==> src/rtl/memory_arbiter.sv <==
// memory_arbiter
// Serialises icache reads and dcache reads/writes onto one single-ported RAM.
// The dcache has fixed priority. A starvation guard forces an icache grant
// after STARVE_MAX consecutive dcache grants that were issued while iREN
// was pending.
//
// Ports:
//   CLK, RST              clock; synchronous active-high reset
//   iREN, iaddr           icache read request (level, held until iwait low)
//   iwait, iload          icache completion handshake (low one cycle) and data
//   dREN, dWEN            dcache read/write request (dWEN wins over dREN)
//   daddr, dstore         dcache address and write data
//   dwait, dload          dcache completion handshake (low one cycle) and data
//   ramREN, ramWEN        RAM read/write command
//   ramaddr, ramstore     RAM address and write data
//   ramload, ram_ready    RAM read data and completion strobe
module memory_arbiter #(
  parameter int unsigned STARVE_MAX = 4,
  parameter int unsigned AW         = 32,
  parameter int unsigned DW         = 32
) (
  input  logic          CLK,
  input  logic          RST,
  input  logic          iREN,
  input  logic [AW-1:0] iaddr,
  output logic          iwait,
  output logic [DW-1:0] iload,
  input  logic          dREN,
  input  logic          dWEN,
  input  logic [AW-1:0] daddr,
  input  logic [DW-1:0] dstore,
  output logic          dwait,
  output logic [DW-1:0] dload,
  output logic          ramREN,
  output logic          ramWEN,
  output logic [AW-1:0] ramaddr,
  output logic [DW-1:0] ramstore,
  input  logic [DW-1:0] ramload,
  input  logic          ram_ready
);

  localparam int unsigned CW = $clog2(STARVE_MAX + 1);
  localparam logic [CW-1:0] SMAX = CW'(STARVE_MAX);

  typedef enum logic [1:0] {IDLE, IGNT, DGNT} state_t;

  state_t        state, state_n;
  logic [CW-1:0] starve_cnt, starve_n;
  logic          dreq;

  assign dreq = dREN | dWEN;

  always_ff @(posedge CLK) begin
    if (RST) begin
      state      <= IDLE;
      starve_cnt <= '0;
    end else begin
      state      <= state_n;
      starve_cnt <= starve_n;
    end
  end

  always_comb begin
    state_n  = state;
    starve_n = starve_cnt;
    iwait    = 1'b1;
    dwait    = 1'b1;
    iload    = '0;
    dload    = '0;
    ramREN   = 1'b0;
    ramWEN   = 1'b0;
    ramaddr  = '0;
    ramstore = '0;

    case (state)
      IDLE: begin
        if (dreq && ((starve_cnt < SMAX) || !iREN)) begin
          state_n = DGNT;
          // Only grants that pass over a pending icache request count
          // towards starvation.
          if (iREN) begin
            starve_n = (starve_cnt == SMAX) ? SMAX : starve_cnt + CW'(1);
          end else begin
            starve_n = '0;
          end
        end else if (iREN) begin
          state_n  = IGNT;
          starve_n = '0;
        end
      end

      IGNT: begin
        ramaddr = iaddr;
        // Command is qualified by the live request so a dropped request
        // aborts without issuing anything further to the RAM.
        if (!iREN) begin
          state_n = IDLE;
        end else begin
          ramREN = 1'b1;
          if (ram_ready) begin
            iwait   = 1'b0;
            iload   = ramload;
            state_n = IDLE;
          end
        end
      end

      DGNT: begin
        ramaddr  = daddr;
        ramstore = dstore;
        if (!dreq) begin
          state_n = IDLE;
        end else begin
          ramWEN = dWEN;
          ramREN = dREN & ~dWEN;
          if (ram_ready) begin
            dwait   = 1'b0;
            dload   = dWEN ? '0 : ramload;
            state_n = IDLE;
          end
        end
      end

      default: state_n = IDLE;
    endcase
  end

endmodule

==> config.mk <==
export PLATFORM = sky130hd
export DESIGN_NAME = memory_arbiter
export DESIGN_NICKNAME = d
export VERILOG_FILES = /design/src/rtl/memory_arbiter.sv
export SDC_FILE = /design/constraint.sdc
export NUM_CORES = 1
export LEC_CHECK = 0
export ABC_AREA = 1
export CAP_MARGIN = 40
export CORE_AREA = 2 2 104 106
export CTS_CLUSTER_DIAMETER = 120
export DETAILED_ROUTE_END_ITERATION = 7
export DIE_AREA = 0 0 106 108
export DONT_BUFFER_PORTS = 1
export GPL_TIMING_DRIVEN = 0
export PLACE_DENSITY = 0.32
export SLEW_MARGIN = 20
export SYNTH_ARGS = -nofsm -noshare
export SYNTH_HDL_FRONTEND = slang
export SYNTH_SLANG_ARGS = --single-unit
==> constraint.sdc <==
create_clock -name CLK -period 2.7 [get_ports CLK]
set_input_delay 0.27 -clock CLK [delete_from_list [all_inputs] [get_ports CLK]]
set_output_delay 0.27 -clock CLK [all_outputs]
set_load 0.02 [all_outputs]
==> results.md <==
* CP delay by family, top: compound AO/OA/AOI/OAI gates
* Detailed Route Iter0 Violations at 126
* Via count at 2,152
* DRT Wirelength at 7206 um
* Vias in the first global route at 1,878
* Reg2Reg Depth at 9
* Storage element area at 100.1 um2
* Final hold slack at 0.1189 ns
* CTS tree: built
* Fin util at 17.24%
* Critical path class: flop to output pin
* Worst reg2reg path startpoint: state[1]$_SDFFE_PP0P_
* Antenna-violating nets left at 0
* Worst-path clk slew at 0.03 ns
* Largest net degree at the start of global routing at 11
* Drt pass-1 iters at 4
* GP Congestion at 0.7400
* CP arrival at 1.94 ns
* Worst path slowest cell: a21oi_1
* Mapped Nets at 488
* Combinational group share of total power at 61.4%
* Postcts setup bufs at 0
* Yosys Warn Count at 0
* Area contributors post-synth: nand2_1, nor2_1, a21oi_1
* Drt drc at 0
* CP endpoint kind: output pin
* Max transition margin at 62.40%
* Rows at 37
* CTS buffer count at 3
* Minimum clock period at 2.213 ns
* Mean number of vias per cell at 4.419
* Clk sinks at 5
* IO buf count at 0
* Critical path origin: state[0]$_SDFFE_PP0P_
* Core Area at 0.01023 mm2
* Max VDD drop at 112.0 uV
* Setup Total Neg Slack at 0 ns
* Die extent in x at 106 um
* Crit-path most repeated cell: inv_1
* R2r endpoint: state[0]$_SDFFE_PP0P_
* Unrepaired setup endpoints after global routing: no
* Die height at 108 um
* Cells after Synth at 347
* Fmax at 452.0 MHz
* Final setup fails at 0
* Layout cells sized above 1 at 7.407%
* Switching share of power at 55.30%
* Hold-fix buffers, CTS at 0
* CP Cell Sequence: inv_1 > ha_1 > inv_1 > buf_1 > a21oi_1
* Post-synthesis sequential area ratio at 6.462%
* Power Dens Cells at 319.8 mW/mm2
* Asr flop ratio synth at 0%
* Worst hold path class: input port to flop
* CP required at 2.43 ns
* Crit path buf inv count at 3
* Post-route clock skew at 0.0006821 ns
* Initial antenna violation count at 0
* Final Max Tran Viols at 0
* Layout Cells excl Fill at 487
* Critical Path Start Type: flop
* Clk_lat worst skew at 0.22 ns
* Ys flop type: dfxtp_1
* Commonest cells post-synth: nand2_1, nor2_1, inv_1
* Sw Pwr at 0.0003120 W
* Area of the multi-input gates at 0.001147 mm2
* GR Overflow Total at 0
* Placed cell count at 483
* Initial Util at 15.14%
* Die ar. at 0.01145 mm2
* First-pass GRT wire length at 9998 um
* Count of different cell masters after synthesis at 16
* Number of max-cap violations at 0
* H-tree depth at 1
* Crit Path Max Fanout at 10
* Slew @ Worst Pin at 0.5658 ns
* Yosys reg bits at 5
* Stages on the worst setup path at 5
* WL/cell at 14.80 um
* CTS root buf: clkbuf_8
* Crit path to: ramaddr[31]
* Hold Vio Cnt, Final at 0
* Status: finished clean
* Pint at 0.0002522 W
* Synth top area share at 35.38%
* Filler cell count at 1,232
* # IOs at 266
* Total power at 0.0005641 W
* Most frequent cell after synthesis: nand2_1
* Post-synth top area cell: nand2_1
* Number of flops mapped to enable cells by yosys at 0
* Post-cts resize count at 0
* Synth Cell Area at 0.001549 mm2
* Max incr delay on CP at 0.53 ns
* Period utilisation layout at 81.95%
* Mean Syn Cell Area at 4.464 um2
* Worst reg2reg setup slack at 1.34 ns
* Area Overhead vs Synth at 13.89%
* DP HPWL at 6283 um
* N_diodes at 0
* Clock Path Buffers at 2
* Lkg Pwr at 0.9027 nW
* Total GRT Usage at 11.27%
* NumNets Final at 493
* Clk network pwr share at 23.7%
* Seq pwr share at 14.8%
[power groups by stage]
stage | Clock [W] | Combinational, W | Sequential [W]
after floorplan | 0 | 0.000283 | 0.0000836
final | 0.000134 | 0.000346 | 0.0000837
after global placement | 0 | 0.000345 | 0.0000851
after detailed placement | 0 | 0.000346 | 0.0000849
after global routing | 0.000144 | 0.000382 | 0.0000842
after CTS | 0.000138 | 0.000347 | 0.0000838
[layer usage]
metal / vias to the layer above / GRT usage, % / share of wire (%)
li1: 1035 / - / -
met4: 0 / 3.289 / 2.1
met1: 955 / 13.97 / 41
met5: - / 0 / 0
met3: 8 / 1.507 / 7.9
met2: 154 / 20.37 / 49
[flip-flops by register name, summed over array words and instances (netlist names)]
name / cells
state: 2
starve_cnt: 3
[area by class of cell]
| type | count | share of cell area, % |
|---|---|---|
| Multi-Input combinational cell | 271 | 65.04 |
| Inverter | 46 | 9.787 |
| Tap cell | 136 | 9.645 |
| Buffer | 25 | 7.305 |
| Sequential cell | 5 | 5.674 |
| Clock buffer | 4 | 2.553 |
[per-stage QoR]
stage	area [um2]	setup WS [ns]
4_1_cts	1764	0.4467
3_5_place_dp	1719	0.6861
5_1_grt	1764	0.3328
2_1_floorplan	1549	1.087
3_3_place_gp	1719	0.6913
6_report	1764	0.4874
[worst min-delay path by stage]
stage	depth (start not counted)	slack (ns)	to	startpoint
floorplan	1	0.34	starve_cnt[1]$_SDFFE_PP0P_	RST
global placement	1	0.34	starve_cnt[2]$_SDFFE_PP0P_	RST
detailed placement	1	0.34	starve_cnt[2]$_SDFFE_PP0P_	RST
CTS	1	0.11	starve_cnt[2]$_SDFFE_PP0P_	RST
global route	1	0.11	state[1]$_SDFFE_PP0P_	RST
finish	1	0.12	state[1]$_SDFFE_PP0P_	RST
[layout by cell type (no fill, tap or decap), types with 3 or more instances in the layout]
cell type	synthesis	routed
a21oi_1	37	37
buf_1	3	3
nor2_1	68	68
nand2_1	146	146
dfxtp_1	5	5
nand3_1	7	7
buf_2	18	18
buf_4	3	3
clkbuf_8	0	3
ha_1	7	7
inv_1	46	46
[worst register-to-register path, stage by stage (launching register included)]
cell	delay (ns)
dfxtp_1	0.37
inv_1	0.11
ha_1	0.18
buf_2	0.17
nand2_1	0.11
nand3_1	0.09
nand2_1	0.07
nand2_1	0.05
nand2_1	0.05
a21oi_1	0.05
[cell families (layout without fill, tap and decap cells)]
| group | after synthesis | in the layout | synth area share (%) |
|---|---|---|---|
| simple gates | 224 | 224 | 55.33 |
| buf+inv | 71 | 75 | 19.47 |
| compound gates | 40 | 40 | 13.09 |
| fa+ha+maj | 7 | 7 | 5.654 |
| flops | 5 | 5 | 6.462 |
(Power assumes the default switching activity.)
